$ cat config.mk
export PLATFORM = sky130hd
export DESIGN_NAME = axi_sft_tmr_crossbar_wcmd
export DESIGN_NICKNAME = d
export VERILOG_FILES = /design/src/rtl/axi_sft_tmr_crossbar_wcmd.sv
export SDC_FILE = /design/constraint.sdc
export NUM_CORES = 1
export LEC_CHECK = 0
export ABC_AREA = 1
export CELL_PAD_IN_SITES_DETAIL_PLACEMENT = 0
export CELL_PAD_IN_SITES_GLOBAL_PLACEMENT = 2
export CORE_ASPECT_RATIO = 0.9
export CORE_MARGIN = 5
export CORE_UTILIZATION = 17
export CTS_CLUSTER_DIAMETER = 120
export DETAILED_ROUTE_END_ITERATION = 12
export PLACE_DENSITY_LB_ADDON = 0.1
export SYNTH_ARGS = -nofsm -noshare
export SYNTH_HDL_FRONTEND = slang
export SYNTH_SLANG_ARGS = --single-unit
$ cat constraint.sdc
create_clock -name clk -period 2.36 [get_ports clk]
set_clock_uncertainty 0.15 [all_clocks]
set_input_delay 0.354 -clock clk [delete_from_list [all_inputs] [get_ports clk]]
set_output_delay 0.354 -clock clk [all_outputs]
set_load 0.02 [all_outputs]
$ cat src/rtl/axi_sft_tmr_crossbar_wcmd.sv
// TMR write-command queue: votes three replicated command streams into a FIFO and steers W bursts.
// Optional macro TMR_ERR_CNT_EN adds the saturating tmr_err_cnt mismatch counter port.
module axi_sft_tmr_crossbar_wcmd #(
  parameter int M_COUNT    = 4,
  parameter int DATA_WIDTH = 32,
  parameter int STRB_WIDTH = DATA_WIDTH / 8,
  parameter int FIFO_DEPTH = 4,
  localparam int SEL_W     = (M_COUNT > 1) ? $clog2(M_COUNT) : 1
) (
  input  logic                  clk,
  input  logic                  rst,
  input  logic [SEL_W-1:0]      s_wc_select_tmr0,
  input  logic [SEL_W-1:0]      s_wc_select_tmr1,
  input  logic [SEL_W-1:0]      s_wc_select_tmr2,
  input  logic                  s_wc_decerr_tmr0,
  input  logic                  s_wc_decerr_tmr1,
  input  logic                  s_wc_decerr_tmr2,
  input  logic                  s_wc_valid_tmr0,
  input  logic                  s_wc_valid_tmr1,
  input  logic                  s_wc_valid_tmr2,
  output logic                  s_wc_ready_tmr0,
  output logic                  s_wc_ready_tmr1,
  output logic                  s_wc_ready_tmr2,
  input  logic [DATA_WIDTH-1:0] s_axi_wdata,
  input  logic [STRB_WIDTH-1:0] s_axi_wstrb,
  input  logic                  s_axi_wlast,
  input  logic                  s_axi_wvalid,
  output logic                  s_axi_wready,
  output logic [DATA_WIDTH-1:0] m_axi_wdata,
  output logic [STRB_WIDTH-1:0] m_axi_wstrb,
  output logic                  m_axi_wlast,
  output logic [M_COUNT-1:0]    m_axi_wvalid,
  input  logic [M_COUNT-1:0]    m_axi_wready,
  output logic                  tmr_mismatch
`ifdef TMR_ERR_CNT_EN
  ,
  output logic [7:0]            tmr_err_cnt
`endif
);

  localparam int PTR_W = $clog2(FIFO_DEPTH);
  localparam int CNT_W = PTR_W + 1;

  logic [SEL_W-1:0] voted_sel;
  logic             voted_decerr;
  logic             voted_valid;
  logic             any_valid;
  logic             sel_diff;
  logic             decerr_diff;
  logic             valid_diff;
  logic             mismatch_now;

  logic [SEL_W-1:0] fifo_sel    [FIFO_DEPTH];
  logic             fifo_decerr [FIFO_DEPTH];
  logic [PTR_W-1:0] wr_ptr;
  logic [PTR_W-1:0] rd_ptr;
  logic [CNT_W-1:0] count;
  logic             full;
  logic             empty;
  logic             push;
  logic             pop;

  logic [SEL_W-1:0]   head_sel;
  logic               head_decerr;
  logic [M_COUNT-1:0] head_onehot;

  // Bitwise 2-of-3 majority on every command field.
  assign voted_sel    = (s_wc_select_tmr0 & s_wc_select_tmr1) |
                        (s_wc_select_tmr0 & s_wc_select_tmr2) |
                        (s_wc_select_tmr1 & s_wc_select_tmr2);
  assign voted_decerr = (s_wc_decerr_tmr0 & s_wc_decerr_tmr1) |
                        (s_wc_decerr_tmr0 & s_wc_decerr_tmr2) |
                        (s_wc_decerr_tmr1 & s_wc_decerr_tmr2);
  assign voted_valid  = (s_wc_valid_tmr0 & s_wc_valid_tmr1) |
                        (s_wc_valid_tmr0 & s_wc_valid_tmr2) |
                        (s_wc_valid_tmr1 & s_wc_valid_tmr2);

  assign any_valid    = s_wc_valid_tmr0 | s_wc_valid_tmr1 | s_wc_valid_tmr2;
  assign sel_diff     = |((s_wc_select_tmr0 ^ voted_sel) |
                          (s_wc_select_tmr1 ^ voted_sel) |
                          (s_wc_select_tmr2 ^ voted_sel));
  assign decerr_diff  = (s_wc_decerr_tmr0 ^ voted_decerr) |
                        (s_wc_decerr_tmr1 ^ voted_decerr) |
                        (s_wc_decerr_tmr2 ^ voted_decerr);
  assign valid_diff   = (s_wc_valid_tmr0 ^ voted_valid) |
                        (s_wc_valid_tmr1 ^ voted_valid) |
                        (s_wc_valid_tmr2 ^ voted_valid);
  assign mismatch_now = any_valid & (sel_diff | decerr_diff | valid_diff);

  assign full  = (count == CNT_W'(FIFO_DEPTH));
  assign empty = (count == '0);
  assign push  = voted_valid & ~full;
  assign pop   = s_axi_wvalid & s_axi_wready & s_axi_wlast;

  // Ready depends only on registered occupancy, never on the incoming valid.
  assign s_wc_ready_tmr0 = ~full;
  assign s_wc_ready_tmr1 = ~full;
  assign s_wc_ready_tmr2 = ~full;

  always_ff @(posedge clk) begin
    if (push) begin
      fifo_sel[wr_ptr]    <= voted_sel;
      fifo_decerr[wr_ptr] <= voted_decerr;
    end
  end

  always_ff @(posedge clk or posedge rst) begin
    if (rst) begin
      wr_ptr <= '0;
      rd_ptr <= '0;
      count  <= '0;
    end else begin
      if (push) wr_ptr <= wr_ptr + PTR_W'(1);
      if (pop)  rd_ptr <= rd_ptr + PTR_W'(1);
      case ({push, pop})
        2'b10:   count <= count + CNT_W'(1);
        2'b01:   count <= count - CNT_W'(1);
        default: count <= count;
      endcase
    end
  end

  assign head_sel    = fifo_sel[rd_ptr];
  assign head_decerr = fifo_decerr[rd_ptr];

  always_comb begin
    head_onehot = '0;
    for (int i = 0; i < M_COUNT; i++) begin
      head_onehot[i] = (head_sel == SEL_W'(i));
    end
  end

  // Decode-error bursts are accepted and dropped so the slave never hangs.
  always_comb begin
    m_axi_wvalid = '0;
    s_axi_wready = 1'b0;
    if (!empty) begin
      if (head_decerr) begin
        s_axi_wready = 1'b1;
      end else begin
        m_axi_wvalid = head_onehot & {M_COUNT{s_axi_wvalid}};
        s_axi_wready = |(head_onehot & m_axi_wready);
      end
    end
  end

  assign m_axi_wdata = s_axi_wdata;
  assign m_axi_wstrb = s_axi_wstrb;
  assign m_axi_wlast = s_axi_wlast;

  always_ff @(posedge clk or posedge rst) begin
    if (rst) begin
      tmr_mismatch <= 1'b0;
    end else begin
      tmr_mismatch <= mismatch_now;
    end
  end

`ifdef TMR_ERR_CNT_EN
  always_ff @(posedge clk or posedge rst) begin
    if (rst) begin
      tmr_err_cnt <= 8'h00;
    end else if (tmr_mismatch && (tmr_err_cnt != 8'hFF)) begin
      tmr_err_cnt <= tmr_err_cnt + 8'd1;
    end
  end
`endif

endmodule

; ---- After elaboration in Yosys (flattened, before gate mapping)
; Memories as Yosys holds them, arrays and structs flattened.
; Cells that the tools add are included.
[classes]
n_addsub = 4
bitwise = 41
n_reduce_logical = 5
eq_ne = 6
n_mux = 7
[op_table]
columns = cell, count
row1 = OR 1 bit, 12
row2 = bitwise AND 1 bit, 10
row3 = bitwise AND 4 bit, 2
row4 = two-way mux 4 bit, 2
row5 = OR 2 bit, 4
row6 = bitwise AND 2 bit, 3
row7 = "== test 2 bit, second input constant", 3
row8 = one-hot mux 3 bit (2 select lines), 1
row9 = bitwise XOR 1 bit, 6
row10 = bitwise XOR 2 bit, 3
row11 = "adder 2 x 1 -> 2 bit, second input constant", 2
row12 = "== test 2 x 1 -> 1 bit, second input constant", 2
row13 = two-way mux 1 bit, 4
row14 = OR reduction 4 bit, 1
row15 = "adder 3 x 1 -> 3 bit, second input constant", 1
row16 = "== test 3 bit, second input constant", 1
row17 = logical NOT 3 bit, 1
row18 = "subtractor 3 x 1 -> 3 bit, second input constant", 1
row19 = logical NOT 2 bit, 1
row20 = nonzero test 2 bit, 1
row21 = OR reduction 2 bit, 1
row22 = NOT 1 bit, 1
[word_totals]
register_bits = 8
mem_bits_rw = 12
output_inout_bits = 46
memories = 2
word_cells = 69
[memory_table]
columns = name, depth, width, rd, rd_clocked_by_memory_dff, write_ports, line_no
row1 = fifo_sel, 4, 2, 1, 0, 1, 53  ; logic [SEL_W-1:0] fifo_sel [FIFO_DEPTH];
row2 = fifo_decerr, 4, 1, 1, 0, 1, 54  ; logic fifo_decerr [FIFO_DEPTH];

; ---- Logic depth before layout (Yosys ltp)
[logic_depth]
depth_word = 10
mapped_depth = 16
mapped_depth_nobuf = 15

; ---- Least setup slack after synthesis
; No wires, ideal clock.
[synth_path]
kind = reg2reg
from = reg rd_ptr[0]
to = reg count[2]
setup_slack_ps = 130
n_path_buf = 1
stages_incl_launch_ff = 17
required_time_ps = 2086
arrival_time_ps = 1955
synth_period_minus_slack_ps = 2230
setup_time_ps = 124
path_cell_list = dfrtp_1 > buf_6 > inv_8 > nand2_2 > nand2_1 > nand2_1 > nand2_2 > nand3_2 > nand3_2 > o21bai_2 > inv_1 > ha_1 > inv_1 > fa_1 > a21oi_1 > o21ai_0 > xnor2_1
[synth_via]
elab_chain_cells = 10
elab_cells_between_ends = 16
[synth_lines]
columns = item, line_no
row1 = from (decl), 56  ; logic [PTR_W-1:0] rd_ptr;
row2 = from (signal assigned), 114  ; if (pop) rd_ptr <= rd_ptr + PTR_W'(1);
row3 = memory (4 x 2 bit), --
row4 = "== test 2 x 1 -> 1 bit, or another cell as far along", 129  ; head_onehot[i] = (head_sel == SEL_W'(i));
row5 = bitwise AND 4 bit, 142  ; s_axi_wready = |(head_onehot & m_axi_wready);
row6 = OR reduction 4 bit, 142
row7 = two-way mux 1 bit *, 138  ; if (head_decerr) begin
row8 = two-way mux 1 bit *, 137  ; if (!empty) begin
row9 = bitwise AND 1 bit * (2 in a row), 93  ; assign pop = s_axi_wvalid & s_axi_wready & s_axi_wlast;
row10 = net pop, 61  ; logic pop;
row11 = == test 2 x 1 -> 1 bit or == test 2 bit (tied branches), 115  ; case ({push, pop})
row12 = one-hot mux 3 bit (2 select lines) or nonzero test 2 bit (tied branches), --
row13 = to (signal assigned), 116  ; 2'b10: count <= count + CNT_W'(1);
row14 = to (signal assigned), 117  ; 2'b01: count <= count - CNT_W'(1);
row15 = to (signal assigned), 118  ; default: count <= count;
row16 = to (decl), 57  ; logic [CNT_W-1:0] count;
; The timed path passes the listed nets; every way through them passes the cells marked *.
; A chain may end at the register's enable or synchronous reset.

; ---- Worst setup path in the final report
; Ends and elaborated chain as after synthesis.

==> results.md <==
- Cells on worst reg2reg path: 14
- Simple-gate share of the synthesized area: between 20% and 30%
- Worst reg2reg endpoint: count[2]$_DFFE_PP0P_
- Grt ovf: 0
- Post-synth EDFFs: 12
- Arr. time, crit path: 2.39 ns
- Die X: approximately 110 um
- Layout cells sized above 1: 35.32%
- Worst Max-Slew Pin Slew: 0.3326 ns
- Crit-path cells: buf_12 -> nand2_2 -> nand3_2 -> nand2_4 -> nand3_4 -> nand3_4 -> o21bai_4 -> inv_2 -> ha_4 -> inv_4 -> fa_2 -> a21oi_2 -> o21ai_2 -> xnor2_1
- Reg clk slew, reported paths: 0.08 ns
- Asr flop ratio synth: 40.00%
- Cells after DPL: 316
- DRT iter0 DRCs: 23
- Final GP Congestion: slightly below 0.7
- Dominant cell type by area after synthesis: edfxtp_1
- Root cell of the clock tree: clkbuf_8
- Ports: 102
- Slowest cell delay on critical path: 0.48 ns
- # clock sinks: 20
- Top post-synthesis cells by count: 40 x buf_4, 30 x nand2_1, 24 x inv_1
- Share of the synthesized area in the top cell type: 22.59%
- Routed len/inst: 10.73 um
- Overall routing resource usage: 5.815%
- Die ar.: 11420 um2
- Nets: 268
- Period utilisation layout: 101.4%
- Mux cell area share after synthesis: 0%
- Storage element area: ~560 um2
- CTS tree: built
- DRC viols: 0
- Core area: 9125 um2
- Vias per cell: around 3.6
- Setup crit end: count[2]$_DFFE_PP0P_
- Net Count, Synth: ~260
- Most used cell along the critical path: nand3_4
- Overall power: 2.256 mW
- CP startpoint: rd_ptr[0]$_DFFE_PP0P_
- Placed cell areas: 1847 um2
- Post-Synth Adder-Cell Area: 8.314%
- Top-count cell post-synth: buf_4
- Post-synthesis compound-gate area fraction: 4.235%
- Largest net degree at the start of global routing: 12
- Post-layout min period: approximately 2.4 ns
- Synthesized cell area: 1595 um2
- Synth Warn #: 0
- Initial antenna violation count: 0
- Status: finished, violations left
- Failing checks: negative setup slack
- Final std cell area, no fill: 2076 um2
- Required @ worst endpoint: 2.36 ns
- Power density over the cells: approximately 1100 nW/um2
- Setup violators final: 1
- Hold_buf cts: 0
- RSZ-0062 raised after global routing: true
- Cell Count, Final, Fillers Out: 323
- Max Fclk: around 420 MHz
- Reg-to-reg startpoint: rd_ptr[0]$_DFFE_PP0P_
- HP Class: input port to async pin
- Leak Pwr: 0.9079 nW
- Number of port buffers: 29
- Worst slack, placed: -0.2773 ns
- R2r setup slk: -0.03 ns
- Dominant synthesized flop cell: edfxtp_1
- DR vias: 1175
- Cts bufs inserted: 3
- Area grow syn2layout: 30.12%
- Die H: between 100 and 150 um
- Slowest stage cell, crit path: dfrtp_2
- # rows: 33
- Seq/Total Area, Yosys: 35.14%
- Synth area leaders: edfxtp_1 23%, buf_4 19%, dfrtp_1 13%
- Footprint of the multi-input gates: 773.2 um2
- Vias in the first global route: 1183
- MaxCap Viol Count: 0
- Setup WS post-layout: -0.03221 ns
- Later-pin clock latency in the skew report: 0.26 ns
- Global-route wire length before repair: 5402 um
- Wire length after detailed routing: 3465 um
- CP max FO: 4
- Hold Fails Final Rpt: 0
- Number of fill cells: approximately 980
- Post-synthesis xor/xnor area fraction: between 2 and 2.5%
- Crit Path Category: register to register
- First-pass detailed-route iteration total: 4
- Post-synthesis cell count: between 150 and 200
- H-tree depth: 1
- Post-route ant nets: 0
- CP endpoint kind: register
- Largest family of logic cells by synthesized area: buffers and inverters
- CTS max path bufs: 2
- Initial Utilization: about 17%
- Setup crit start kind: register
- Peak supply drop: 0.2666 mV
- Post-DP HPWL: 2799 um
- Ant diodes: 0
- Seq cells post-synth: 20
- Syn Area/Cell: 8.396 um2
- Max-slew violation count: 0
- Library cells used by synthesis: 25
- Worst hold margin: 0.1965 ns
- Relative slew slack: 77.80%
## worst min-delay path by stage
stage | slack, ns | endpoint
6_report | 0.20 | count[2]$_DFFE_PP0P_
5_1_grt | 0.24 | count[2]$_DFFE_PP0P_
4_1_cts | 0.21 | count[2]$_DFFE_PP0P_
3_5_place_dp | 0.36 | count[1]$_DFFE_PP0P_
3_3_place_gp | 0.35 | count[1]$_DFFE_PP0P_
2_1_floorplan | 0.02 | count[0]$_DFFE_PP0P_
## what timing repair did
| item | CTS | global route |
|---|---|---|
| setup endpoints to repair | 7 | 7 |
| buffers inserted | 3 | 0 |
| gates resized for setup | 23 | 41 |
| pin swaps | 15 | 14 |
## kinds of logic (layout without fill, tap and decap cells)
group                    count (synthesis)  count (layout)
buffers and inverters                   67              78
adder cells (fa/ha/maj)                 10              10
flip-flops                              20              20
AO/OA/AOI/OAI                           12              12
XOR/XNOR                                 4               4
AND/OR/NAND/NOR                         77              77
## report_power, final
group | internal (mW) | total (mW) | switching [mW]
clock network | 0.116 | 0.222 | 0.106
logic | 0.664 | 1.45 | 0.789
registers | 0.490 | 0.582 | 0.0923
## registers in the layout, summed over array words and instances, names as in the netlist
register / cells
rd_ptr: 2
count: 3
fifo_decerr: 4
tmr_mismatch: 1
wr_ptr: 2
fifo_sel: 8
## cells in the final DEF, fill, tap and decap left out, types with 2 or more instances in the layout
| cell | n |
|---|---|
| clkbuf_2 | 3 |
| buf_4 | 18 |
| nand2_1 | 21 |
| dfrtp_2 | 2 |
| clkbuf_8 | 3 |
| dfrtp_1 | 6 |
| nand3_2 | 7 |
| nor3_1 | 6 |
| ha_1 | 8 |
| o21ai_2 | 2 |
| nor2_1 | 9 |
| nand3_1 | 8 |
| xor2_1 | 2 |
| o21ai_0 | 4 |
| nand2_2 | 10 |
| edfxtp_1 | 12 |
| clkdlybuf4s50_1 | 24 |
| inv_1 | 22 |
| a21oi_1 | 3 |
| xnor2_1 | 2 |
| nand3_4 | 4 |
| nand2_4 | 7 |
## routing by layer
metal | wire length (um) | up-vias | GRT usage (%)
li1 | - | 586 | -
met1 | 1477 | 529 | 6.604
met2 | 1648 | 38 | 9.940
met3 | 240 | 22 | 1.243
met4 | 99 | 0 | 3.882
met5 | 0 | - | 0
## worst max-delay path: cells and delay by family, from the launching register on
kind	cells	cell delay, ns
flip-flops	1	0.48
AND/OR/NAND/NOR	5	0.44
buffers and inverters	3	0.28
adder cells (fa/ha/maj)	2	0.49
AO/OA/AOI/OAI	3	0.32
XOR/XNOR	1	0.12
## per-stage QoR
step | TNS, ns | utilization, %
2_1_floorplan | 0 | -
3_3_place_gp | -0.6325 | 20.24
3_5_place_dp | -0.7356 | 20.24
4_1_cts | -0.01781 | 21.38
5_1_grt | -0.1853 | 22.75
6_report | -0.03221 | 22.75
## area by class of cell
class                      instances  area share [%]
clock buffer                       3           1.989
clock inverter                     1          0.1808
inverter                          26           5.244
multi-input combinational        103           37.25
sequential                        20           27.12
tap                              122           7.354
timing repair buffer              48           20.86
Note: power is estimated with default switching activity, not from simulation.
